File: src/rtl/tlc_pkg.sv
// Shared definitions for the traffic-light sensor conditioning stage.
//   db_state_t   : debounce FSM state encoding (LOW, RISE_CHK, HIGH, FALL_CHK)
//   GLITCH_W     : width of the diagnostic glitch counter
//   GLITCH_MAX   : saturation value of the glitch counter
//   cnt_width()  : width of the per-channel confirm counter for a given DB_CYCLES
package tlc_pkg;

    typedef enum logic [1:0] {
        LOW      = 2'd0,
        RISE_CHK = 2'd1,
        HIGH     = 2'd2,
        FALL_CHK = 2'd3
    } db_state_t;

    localparam int GLITCH_W = 8;
    localparam logic [GLITCH_W-1:0] GLITCH_MAX = 8'd255;

    function automatic int cnt_width(input int db_cycles);
        return $clog2(db_cycles) + 1;
    endfunction

endpackage

File: src/rtl/tlc_db_chan.sv
// One sensor channel: input synchroniser, confirm-count debounce FSM,
// rise pulse, sticky request and abort flag.
//   ck, rst_n   : clock, asynchronous active-low reset (release already synchronised)
//   raw         : unsynchronised sensor level
//   ack         : controller acknowledge, clears held_req
//   level       : debounced level (registered)
//   rise_pulse  : one-cycle pulse on confirmed 0->1 (registered)
//   held_req    : sticky request, set by a confirmed rise, cleared by ack (registered)
//   abort       : high in the cycle a confirmation is being abandoned
//   state_dbg   : current FSM state
module tlc_db_chan
    import tlc_pkg::*;
#(
    parameter int SYNC_STAGES = 2,
    parameter int DB_CYCLES   = 4
) (
    input  logic      ck,
    input  logic      rst_n,
    input  logic      raw,
    input  logic      ack,
    output logic      level,
    output logic      rise_pulse,
    output logic      held_req,
    output logic      abort,
    output db_state_t state_dbg
);

    localparam int CW = cnt_width(DB_CYCLES);
    localparam logic [CW-1:0] LAST = CW'(DB_CYCLES - 1);

    logic [SYNC_STAGES-1:0] sync;
    logic                   s;
    db_state_t              state;
    logic [CW-1:0]          cnt;

    always_ff @(posedge ck or negedge rst_n) begin
        if (!rst_n) begin
            sync <= '0;
        end else begin
            sync <= {sync[SYNC_STAGES-2:0], raw};
        end
    end

    assign s = sync[SYNC_STAGES-1];

    // Derived from registered state and the last synchroniser stage only,
    // so the top-level sum has no path back to raw_in.
    assign abort     = ((state == RISE_CHK) && !s) || ((state == FALL_CHK) && s);
    assign state_dbg = state;

    always_ff @(posedge ck or negedge rst_n) begin
        if (!rst_n) begin
            state      <= LOW;
            cnt        <= '0;
            level      <= 1'b0;
            rise_pulse <= 1'b0;
            held_req   <= 1'b0;
        end else begin
            rise_pulse <= 1'b0;
            if (ack && held_req) begin
                held_req <= 1'b0;
            end
            case (state)
                LOW: begin
                    if (s) begin
                        state <= RISE_CHK;
                        cnt   <= CW'(1);
                    end
                end
                RISE_CHK: begin
                    if (!s) begin
                        state <= LOW;
                        cnt   <= '0;
                    end else if (cnt == LAST) begin
                        state      <= HIGH;
                        cnt        <= '0;
                        level      <= 1'b1;
                        rise_pulse <= 1'b1;
                        // Placed after the ack clear so a same-cycle rise wins.
                        held_req   <= 1'b1;
                    end else begin
                        cnt <= cnt + CW'(1);
                    end
                end
                HIGH: begin
                    if (!s) begin
                        state <= FALL_CHK;
                        cnt   <= CW'(1);
                    end
                end
                FALL_CHK: begin
                    if (s) begin
                        state <= HIGH;
                        cnt   <= '0;
                    end else if (cnt == LAST) begin
                        state <= LOW;
                        cnt   <= '0;
                        level <= 1'b0;
                    end else begin
                        cnt <= cnt + CW'(1);
                    end
                end
                default: begin
                    state <= LOW;
                    cnt   <= '0;
                end
            endcase
        end
    end

endmodule

File: src/rtl/tlc_sensor_cond.sv
// Input conditioning for the traffic-light controller: N_CH debounced
// sensor channels plus a saturating count of rejected glitches.
//   CK, RSTN    : clock, asynchronous active-low reset
//   raw_in      : unsynchronised sensor levels
//   ack         : per-channel acknowledge for held_req
//   level_out   : debounced levels (channel 0..2 -> controller inputs 200..202)
//   rise_pulse  : one-cycle pulses on confirmed rises
//   held_req    : sticky requests
//   glitch_cnt  : saturating count of aborted confirmations, all channels
//   state_dbg   : per-channel FSM state, channel i at [2i+1:2i]
module tlc_sensor_cond
    import tlc_pkg::*;
#(
    parameter int N_CH        = 3,
    parameter int SYNC_STAGES = 2,
    parameter int DB_CYCLES   = 4
) (
    input  logic                CK,
    input  logic                RSTN,
    input  logic [N_CH-1:0]     raw_in,
    input  logic [N_CH-1:0]     ack,
    output logic [N_CH-1:0]     level_out,
    output logic [N_CH-1:0]     rise_pulse,
    output logic [N_CH-1:0]     held_req,
    output logic [GLITCH_W-1:0] glitch_cnt,
    output logic [2*N_CH-1:0]   state_dbg
);

    if (DB_CYCLES < 2 || DB_CYCLES > 255) begin : g_bad_db
        $error("tlc_sensor_cond: DB_CYCLES must be in 2..255");
    end
    if (SYNC_STAGES < 2 || SYNC_STAGES > 4) begin : g_bad_sync
        $error("tlc_sensor_cond: SYNC_STAGES must be in 2..4");
    end

    localparam int ACC_W = GLITCH_W + $clog2(N_CH + 1);

    // Reset asserts immediately, releases after two clean edges.
    logic [1:0] rel;
    logic       rst_int_n;

    always_ff @(posedge CK or negedge RSTN) begin
        if (!RSTN) begin
            rel <= '0;
        end else begin
            rel <= {rel[0], 1'b1};
        end
    end

    assign rst_int_n = rel[1];

    logic [N_CH-1:0] abort_vec;

    for (genvar i = 0; i < N_CH; i++) begin : g_chan
        db_state_t st;
        tlc_db_chan #(
            .SYNC_STAGES (SYNC_STAGES),
            .DB_CYCLES   (DB_CYCLES)
        ) u_chan (
            .ck         (CK),
            .rst_n      (rst_int_n),
            .raw        (raw_in[i]),
            .ack        (ack[i]),
            .level      (level_out[i]),
            .rise_pulse (rise_pulse[i]),
            .held_req   (held_req[i]),
            .abort      (abort_vec[i]),
            .state_dbg  (st)
        );
        assign state_dbg[2*i+1:2*i] = st;
    end

    logic [ACC_W-1:0]    sum;
    logic [GLITCH_W-1:0] glitch_next;

    always_comb begin
        sum = ACC_W'(glitch_cnt);
        for (int i = 0; i < N_CH; i++) begin
            sum = sum + ACC_W'(abort_vec[i]);
        end
        glitch_next = (sum > ACC_W'(GLITCH_MAX)) ? GLITCH_MAX : sum[GLITCH_W-1:0];
    end

    always_ff @(posedge CK or negedge rst_int_n) begin
        if (!rst_int_n) begin
            glitch_cnt <= '0;
        end else begin
            glitch_cnt <= glitch_next;
        end
    end

endmodule

File: config.mk
export PLATFORM = sky130hd
export DESIGN_NAME = tlc_sensor_cond
export DESIGN_NICKNAME = d
export VERILOG_FILES = /design/src/rtl/tlc_pkg.sv /design/src/rtl/tlc_db_chan.sv /design/src/rtl/tlc_sensor_cond.sv
export SDC_FILE = /design/constraint.sdc
export NUM_CORES = 1
export LEC_CHECK = 0
export BUFFER_PORTS_ARGS = -buffer_cell sky130_fd_sc_hd__buf_2
export CORE_ASPECT_RATIO = 0.8
export CORE_MARGIN = 4
export CORE_UTILIZATION = 40
export DETAILED_ROUTE_END_ITERATION = 16
export SLEW_MARGIN = 20
export SYNTH_ARGS = -nofsm -noshare
export SYNTH_HDL_FRONTEND = slang
export SYNTH_SLANG_ARGS = --single-unit
File: constraint.sdc
create_clock -name CK -period 4 [get_ports CK]
set_clock_uncertainty 0.1 [all_clocks]
set_input_delay 0.2 -clock CK [delete_from_list [all_inputs] [get_ports CK]]
set_output_delay 0.2 -clock CK [all_outputs]
set_load 0.02 [all_outputs]
; Yosys cells after proc, flatten, opt, wreduce, memory -nomap -nowiden
; Cells that the tools add are included.
[word_totals]
register_bits = 40
latch_bits = 0
ram_bits = 0
n_memories = 0
romBits = 0
wordCells = 169
output_inout_bits = 23
input_bits = 8
[classes]
n_bitwise = 0
n_mul = 0
n_lt_le_gt_ge = 1
add_sub_neg = 6
n_mux = 76
n_eq_ne = 36
n_shift = 0
reduce_logical = 30
div = 0
[ops]
columns = op, count
row1 = two-way mux 3 bit, 15
row2 = two-way mux 2 bit, 18
row3 = one-hot mux 3 bit (4 select lines), 3
row4 = two-way mux 1 bit, 33
row5 = "!= test 2 bit, second input constant", 12
row6 = one-hot mux 2 bit (4 select lines), 3
row7 = AND reduction 5 bit, 3
row8 = "equality test 2 bit, second input constant", 6
row9 = "!= test 2 x 1 -> 1 bit, second input constant", 6
row10 = AND reduction 4 bit, 3
row11 = adder 10 x 1 -> 10 bit, 1
row12 = adder 9 x 1 -> 10 bit, 1
row13 = "> comparator 10 x 8 -> 1 bit, second input constant", 1
row14 = "adder 3 x 1 -> 3 bit, second input constant", 3
row15 = adder 8 x 1 -> 9 bit, 1
row16 = "equality test 3 x 2 -> 1 bit, second input constant", 3
row17 = logical AND 1 bit, 9
row18 = "!= test 3 x 2 -> 1 bit, second input constant", 3
row19 = "!= test 3 bit, second input constant", 3
row20 = two-way mux 8 bit, 1
row21 = "equality test 2 x 1 -> 1 bit, second input constant", 3
row22 = logical NOT 2 bit, 3
row23 = one-hot mux 1 bit (2 select lines), 3
row24 = AND reduction 2 bit, 3
row25 = other kinds (3), 9

; Logic depth before layout (Yosys ltp)
; Gate-level depths: netlist of the first run.
[logic_depth]
ltp_word = 8
ltp_mapped = 10
ltp_nobuf = 9

; Modules after synthesis
; Synthesis of the first run repeated with hierarchy kept, for this count alone.
[unflattened]
cells_unflattened = 151
area_unflattened_um2 = 1720.4
[modules_own_cells]
columns = mod, n_inst, area_per_inst_um2, cells_per_inst
row1 = tlc_db_chan, 3, 411.6, 35
row2 = tlc_sensor_cond, 1, 485.5, 46

; Worst setup path before layout of the first run
; OpenSTA, ideal clock, no wires.
[synth_timing]
kind = reg2reg
start = register (tool-made name)
end = register glitch_cnt[6]
required_time_ps = 3818
period_less_slack_ps = 2724
setup_slack_ps = 1276
setup_time_ps = 82
path_stages_with_launch = 11
arrival_time_ps = 2543
path_cell_list = dfrtp_1 > clkbuf_2 > xnor2_1 > and2_1 > fa_1 > ha_1 > inv_1 > fa_1 > and4b_1 > a21oi_1 > a31oi_1
[synth_lines]
columns = element, line_no
row1 = "end signal, assigned", tlc_sensor_cond.sv:88  ; glitch_cnt <= glitch_next;
row2 = "end, declared", tlc_sensor_cond.sv:25  ; output logic [GLITCH_W-1:0] glitch_cnt,

==> results of run 1 <==
[per-layer routing]
layer  vias to the layer above  wire [um]
li1                        591          -
met1                       590       1320
met2                        19       1500
met3                         7        139
met4                         0         46
met5                         -          0
[final cells by class]
type,instances,area share (%)
Tap cell,57,3.38
Timing Repair Buffer,36,9.86
Clock buffer,6,3.44
Clock inverter,2,1.66
Sequential cell,40,47.5
Multi-Input combinational cell,97,31.8
Inverter,13,2.32
[registers in the layout (all words and copies together) (netlist names), named ones only]
register,cells
g_chan.u_chan.cnt,9
g_chan.u_chan.held_req,3
g_chan.u_chan.sync,6
g_chan.u_chan.state_dbg,3
g_chan.u_chan.rise_pulse,3
rel,2
glitch_cnt,8
g_chan.u_chan.level,3
[power groups by stage]
stage          sequential [mW]  clock (mW)  combinational [mW]
6_report                 0.628       0.323               0.564
3_3_place_gp             0.627           0               0.545
3_5_place_dp             0.635           0               0.565
2_1_floorplan            0.683           0               0.365
4_1_cts                  0.628       0.335               0.572
5_1_grt                  0.649       0.351               0.638
[logic make-up after synthesis]
kind of cell	share of synthesized area (%)
buffers and inverters	7.03
AND/OR/NAND/NOR	16.4
flip-flops	55.7
adder cells (fa/ha/maj)	5.71
AO/OA/AOI/OAI	10.4
multiplexers	1.74
other	0.209
XOR/XNOR	2.78
[stage by stage]
stage / total power [mW] / hold WS (ps) / area [um^2] / util, %
finish: 1.51 / 80.6 / 2110 / 49.5
global route: 1.64 / 99.2 / 2110 / 49.5
CTS: 1.53 / 69.7 / 2110 / 49.5
detailed placement: 1.20 / -113 / 1950 / 45.8
global placement: 1.17 / -115 / 1950 / 45.8
floorplan: 1.05 / -196 / 1800 / -
[critical path: cells and delay by family, from the launching register on]
family                     cells  cell delay, ps
AOI/OAI and AO/OA              2             230
xor gates and xnor gates       1             220
adders and majority gates      3            1090
DFF                            1             450
and+or+nand+nor                2             550
buffers and inverters          1              50
[cell usage after synthesis (2+ instances only)]
library cell,count
o22ai_1,2
dfrtp_1,40
ha_1,5
inv_1,13
nand3_1,5
nand2b_1,2
nor3b_1,2
nand3b_1,5
a21oi_1,7
o21ai_0,8
and2_2,2
nand2_1,14
a21o_1,2
or3_1,2
o21a_1,4
and2_1,3
nor2_1,6
a31oi_1,2
mux2i_1,2
fa_1,2
nor3_1,3
o21bai_1,2
buf_4,9
nor2b_1,3
[worst max-delay path by stage]
stage	startpoint	end	slack (ps)
finish	register	glitch_cnt[6]$_DFF_PN0_	1240
floorplan	register	glitch_cnt[6]$_DFF_PN0_	1280
global placement	register	glitch_cnt[6]$_DFF_PN0_	1320
detailed placement	register	glitch_cnt[6]$_DFF_PN0_	1260
CTS	register	glitch_cnt[6]$_DFF_PN0_	1230
global route	register	glitch_cnt[6]$_DFF_PN0_	1070
[timing repair]
item	in CTS	in global routing
setup buffers	0	0
resized for setup	0	0
hold endpoints to repair	6	0
hold buffers	5	0
==> flow_summary_export.csv, run 1 <==
group,metric,value,unit
grt,grt.total_usage,12.0,%
final_layout,drive_gt1_share,23.7,%
place,dpl.hpwl,2150,um
final_layout,seq_area,1000,um^2
synth,ys_types,40,
final_layout,diodes,0,
clock_network,cts_buffers,5,
synth,synth.cell_area,1800,um^2
worst_setup_path,cp-start-kind,"register",
grt,grt_pass1_vias,1218,
detailed_routing,firstDrtPassIters,4,
sta,finalSetupTns,0,ps
final_layout,area_growth,17.2,%
worst_hold_path,hold_start,"ack[1]",
worst_setup_path,end_kind,"register",
pwr,power_frac_seq,41.5,%
worst_setup_path,r2r_end,"glitch_cnt[6]$_DFF_PN0_",
final_layout,num-fill-cells,397,
clock_network,cts.sinks,40,
pwr,power.static_leakage,1.03,nW
detailed_routing,final_antenna_net_count,0,
detailed_routing,vias_per_cell,4.81,
worst_setup_path,critPathRequiredTime,4120,ps
worst_setup_path,worst_path_most_repeated_cell,"fa_1",
clock_network,tritoncts,"yes",
worst_hold_path,worstHoldEndpoint,"g_chan[1].u_chan.held_req$_DFF_PN0_",
place,dp_slack,1260,ps
place,dp.cells,238,
detailed_routing,vias,1207,
detailed_routing,drc,0,
final_layout,nets,208,
synth,postSynthAreaPerCell,11.2,um^2
worst_setup_path,critical_path_arrival,2880,ps
worst_hold_path,hp-class,"in -> reg",
final_layout,layout_commonest_cell,"dfrtp_1",
die,start_util,42.2,%
synth,synth_edf_count,0,
synth,async_flop_share,100,%
flow_run,drv_cap,0,
die,coreArea,4260,um^2
clock_network,ctsLongestPathBuffers,2,
detailed_routing,first_iter_violations,70,
detailed_routing,drt_wl_total,3000,um
final_layout,mostFrequentLayoutCells,"dfrtp_1 (40), buf_2 (30), nand2_1 (14), inv_1 (13), o21ai_0 (8)",
synth,synth_top_flop_cell,"dfrtp_1",
sta,fin_crit_sh,69.0,%
pwr,p_clk_share,21.3,%
worst_setup_path,r2r_cells,9,
die,ios,31,
worst_setup_path,crit_type,"reg -> reg",
worst_hold_path,min_path_cells,3,
synth,syn_inst,161,
grt,top_usage_layer,"met2",
detailed_routing,avgRoutedWirePerCell,12.0,um
final_layout,multi_input_area,671,um^2
worst_setup_path,critPathMaxFanout,6,
die,die_w,83.0,um
worst_setup_path,path_cells,"xnor2_2 > and2_1 > fa_1 > ha_1 > inv_1 > fa_1 > and4b_1 > a21oi_1 > a31oi_1",
pwr,power_frac_comb,37.2,%
grt,global_route.usage.met3,4.09,%
synth,yosys-top-cells-area,"dfrtp_1 (56%), buf_4 (3.8%), ha_1 (3.5%)",
pwr,vdd_drop_max,0.000243,V
clock_network,cts_max_level,2,
worst_setup_path,rrSetupSlack,1240,ps
pwr,intPower,0.935,mW
sta,setup_viol,0,
worst_setup_path,slowest_delay,510,ps
sta,finalMaxSlewViolations,0,
run_status,status,"finished clean",
die,rows,21,
grt,met2_usage,21.2,%
pwr,net-switching-power,0.579,mW
sta,fmax,362,MHz
pwr,switching_share,38.3,%
sta,rsz0062_at_grt,"false",
sta,hold_violations,0,
grt,use_met1,13.6,%
pwr,cellPowerDensity,719,nW/um^2
clock_network,clk_pin_slew,80,ps
synth,syn-num-nets,176,
synth,synth_top_cell_by_area,"dfrtp_1",
grt,antenna_found_initial,0,
clock_network,cts_root_buf,"clkbuf_8",
synth,synth_warnings,0,
clock_network,worstSkewPairLatency,290,ps
grt,grt_max_degree,39,
final_layout,stdcell_count,251,
synth,ys_seq_area_share,55.7,%
place,gp_congestion,0.768,
grt,grt_overflow_total,0,
sta,worst_slack,1240,ps
sta,min_period,2760,ps
die,die_h,68.0,um
die,die_area,5640,um^2
synth,synth_top_cell_area_share,55.7,%
worst_setup_path,slowest_stage,"fa_1",
grt,grt_pass1_wl,5350,um
place,io_buffers,30,
synth,ys_ff_latch,40,
Note: power is estimated with default switching activity, not from simulation.
==> run 2, diff against run 1 <==
==> constraint.sdc (replaced) <==
create_clock -name CK -period 2.23 [get_ports CK]
set_clock_uncertainty 0.1 [all_clocks]
set_input_delay 0.1115 -clock CK [delete_from_list [all_inputs] [get_ports CK]]
set_output_delay 0.1115 -clock CK [all_outputs]
set_load 0.02 [all_outputs]
==> flow_summary_export.csv, run 2 (synthesis results as in run 1) <==
group,metric,value,unit
run_status,status,"finished with violations",
run_status,violations,"setup timing",
final_layout,drive_gt1_share,33.2,%
final_layout,layout_commonest_cell,"dfrtp_1",
die,die_w,83.0,um
clock_network,cts_buffers,5,
sta,worst_slack,-282,ps
die,die_h,68.0,um
final_layout,mostFrequentLayoutCells,"dfrtp_1 (38), buf_2 (30), nand2_1 (13), buf_4 (13), inv_1 (12)",
worst_setup_path,critical_path_arrival,2610,ps
clock_network,ctsLongestPathBuffers,2,
final_layout,nets,222,
worst_setup_path,slowest_stage,"fa_1",
clock_network,cts.sinks,40,
die,ios,31,
die,die_area,5640,um^2
pwr,p_clk_share,16.0,%
clock_network,cts_max_level,2,
grt,grt_pass1_vias,1250,
final_layout,stdcell_count,265,
worst_setup_path,critPathTopFamily,"adder cells",
pwr,vdd_drop_max,0.000606,V
worst_hold_path,hp-class,"in -> async",
sta,min_period,2510,ps
final_layout,largest_reg_flops,9,
worst_setup_path,end_kind,"register",
die,rows,21,
clock_network,cts_root_buf,"clkbuf_8",
grt,grt_max_degree,39,
final_layout,area_growth,24.4,%
pwr,power_frac_seq,39.2,%
sta,fmax,398,MHz
sta,setup_viol,8,
worst_setup_path,path_cells,"xnor2_4 > and2_4 > fa_1 > ha_2 > inv_2 > fa_2 > and4b_2 > a21oi_1 > a31oi_1",
pwr,cellPowerDensity,1250,nW/um^2
grt,antenna_found_initial,0,
detailed_routing,vias_per_cell,4.72,
detailed_routing,final_antenna_net_count,0,
grt,grt.total_usage,12.2,%
worst_setup_path,cp_num_buf_inv,1,
place,dp_slack,-280,ps
detailed_routing,drt_wl_total,3080,um
place,io_buffers,30,
flow_run,drv_cap,0,
final_layout,reg_top3,"g_chan.u_chan.cnt: 9 flops, glitch_cnt: 8 flops, g_chan.u_chan.sync: 6 flops",
die,start_util,42.2,%
final_layout,num-fill-cells,403,
detailed_routing,vias,1250,
detailed_routing,avgRoutedWirePerCell,11.6,um
sta,hold_violations,0,
detailed_routing,first_iter_violations,44,
clock_network,clk_pin_slew,70,ps
grt,grt_overflow_total,0,
place,gp_congestion,0.839,
grt,grt_pass1_wl,5490,um
pwr,intPower,1.72,mW
detailed_routing,drc,0,
final_layout,top_register,"g_chan.u_chan.cnt",
place,place_area,2050,um^2
worst_setup_path,critPathRequiredTime,2330,ps
sta,finalMaxSlewViolations,0,
pwr,power_frac_comb,44.8,%
worst_setup_path,crit_type,"reg -> reg",
pwr,power.static_leakage,1.10,nW
clock_network,worstSkewPairLatency,280,ps
worst_setup_path,critPathMaxFanout,4,
final_layout,seq_area,1000,um^2
pwr,switching_share,38.2,%
clock_network,tritoncts,"yes",
final_layout,fin_area,2240,um^2
detailed_routing,firstDrtPassIters,4,
die,coreArea,4260,um^2
sta,rsz0062_at_grt,"true",
place,dpl.hpwl,2260,um
pwr,net-switching-power,1.07,mW
sta,finalSetupTns,-1740,ps
worst_setup_path,cp-start-kind,"register",
final_layout,diodes,0,
final_layout,multi_input_area,713,um^2
worst_setup_path,slowest_delay,480,ps
sta,fin_crit_sh,113,%
place,dp.cells,248,
-- run 2: layer usage --
| layer | routed length, um | part of all wire (%) | up-vias | global-route usage [%] |
|---|---|---|---|---|
| met3 | 118 | 3.8 | 2 | 3.49 |
| met1 | 1470 | 48 | 601 | 15.3 |
| li1 | - | - | 626 | - |
| met5 | 0 | 0 | - | 0 |
| met2 | 1480 | 48 | 21 | 20.4 |
| met4 | 17 | 0.55 | 0 | 4.29 |
-- run 2: worst reg2reg max path, delay by kind of cell, from the launching register on --
family / cells / cell delay, ps
buffers and inverters: 1 / 40
AO/OA/AOI/OAI: 2 / 210
XOR/XNOR: 1 / 150
AND/OR/NAND/NOR: 2 / 490
adder cells (fa/ha/maj): 3 / 990
flip-flops: 1 / 450
-- run 2: per-stage QoR --
| step | hold WS, ps | power, mW | util [%] |
|---|---|---|---|
| 2_1_floorplan | -284 | 1.93 | - |
| 3_3_place_gp | -203 | 2.26 | 48.2 |
| 3_5_place_dp | -199 | 2.31 | 48.2 |
| 4_1_cts | 32.1 | 2.81 | 52.0 |
| 5_1_grt | 53.5 | 3.03 | 52.5 |
| 6_report | 36.0 | 2.79 | 52.5 |
-- run 2: final cells by class --
| class | instances | share of cell area [%] |
|---|---|---|
| repair buffers | 50 | 14.2 |
| clock buffers | 7 | 3.41 |
| multi-input cells | 97 | 31.9 |
| clock inverters | 1 | 0.224 |
| flip-flops and latches | 40 | 44.9 |
| inverters | 13 | 2.18 |
| well taps | 57 | 3.19 |
-- run 2: worst paths after layout --
check | from | endpoint | slack (ps) | depth (start not counted)
min in group CK | g_chan[1].u_chan.sync[0]$_DFF_PN0_ | g_chan[1].u_chan.sync[1]$_DFF_PN0_ | 250 | 0
min | RSTN | rel[1]$_DFF_PN0_ | 40 | 2
min reg2reg | rel[1]$_DFF_PN0_ | g_chan[1].u_chan.cnt[1]$_DFFE_PN0P_ | 190 | 1
max in group asynchronous | rel[1]$_DFF_PN0_ | async pin | 1480 | 1
max reg2reg | register | glitch_cnt[6]$_DFF_PN0_ | -280 | 9
max | register | glitch_cnt[6]$_DFF_PN0_ | -280 | 9
-- run 2: timing repair --
action / CTS / global route
setup endpoints to repair: 8 / 8
setup buffers: 1 / 1
hold endpoints to repair: 8 / 0
pin swaps: 3 / 0
hold buffers: 7 / 0
resized for setup: 1 / 5
-- run 2: power by group through the flow --
stage | registers [mW] | clock network, mW | logic (mW)
3_5_place_dp | 1.11 | 0 | 1.21
6_report | 1.09 | 0.448 | 1.25
5_1_grt | 1.12 | 0.501 | 1.41
2_1_floorplan | 1.23 | 0 | 0.700
3_3_place_gp | 1.09 | 0 | 1.17
4_1_cts | 1.10 | 0.471 | 1.24
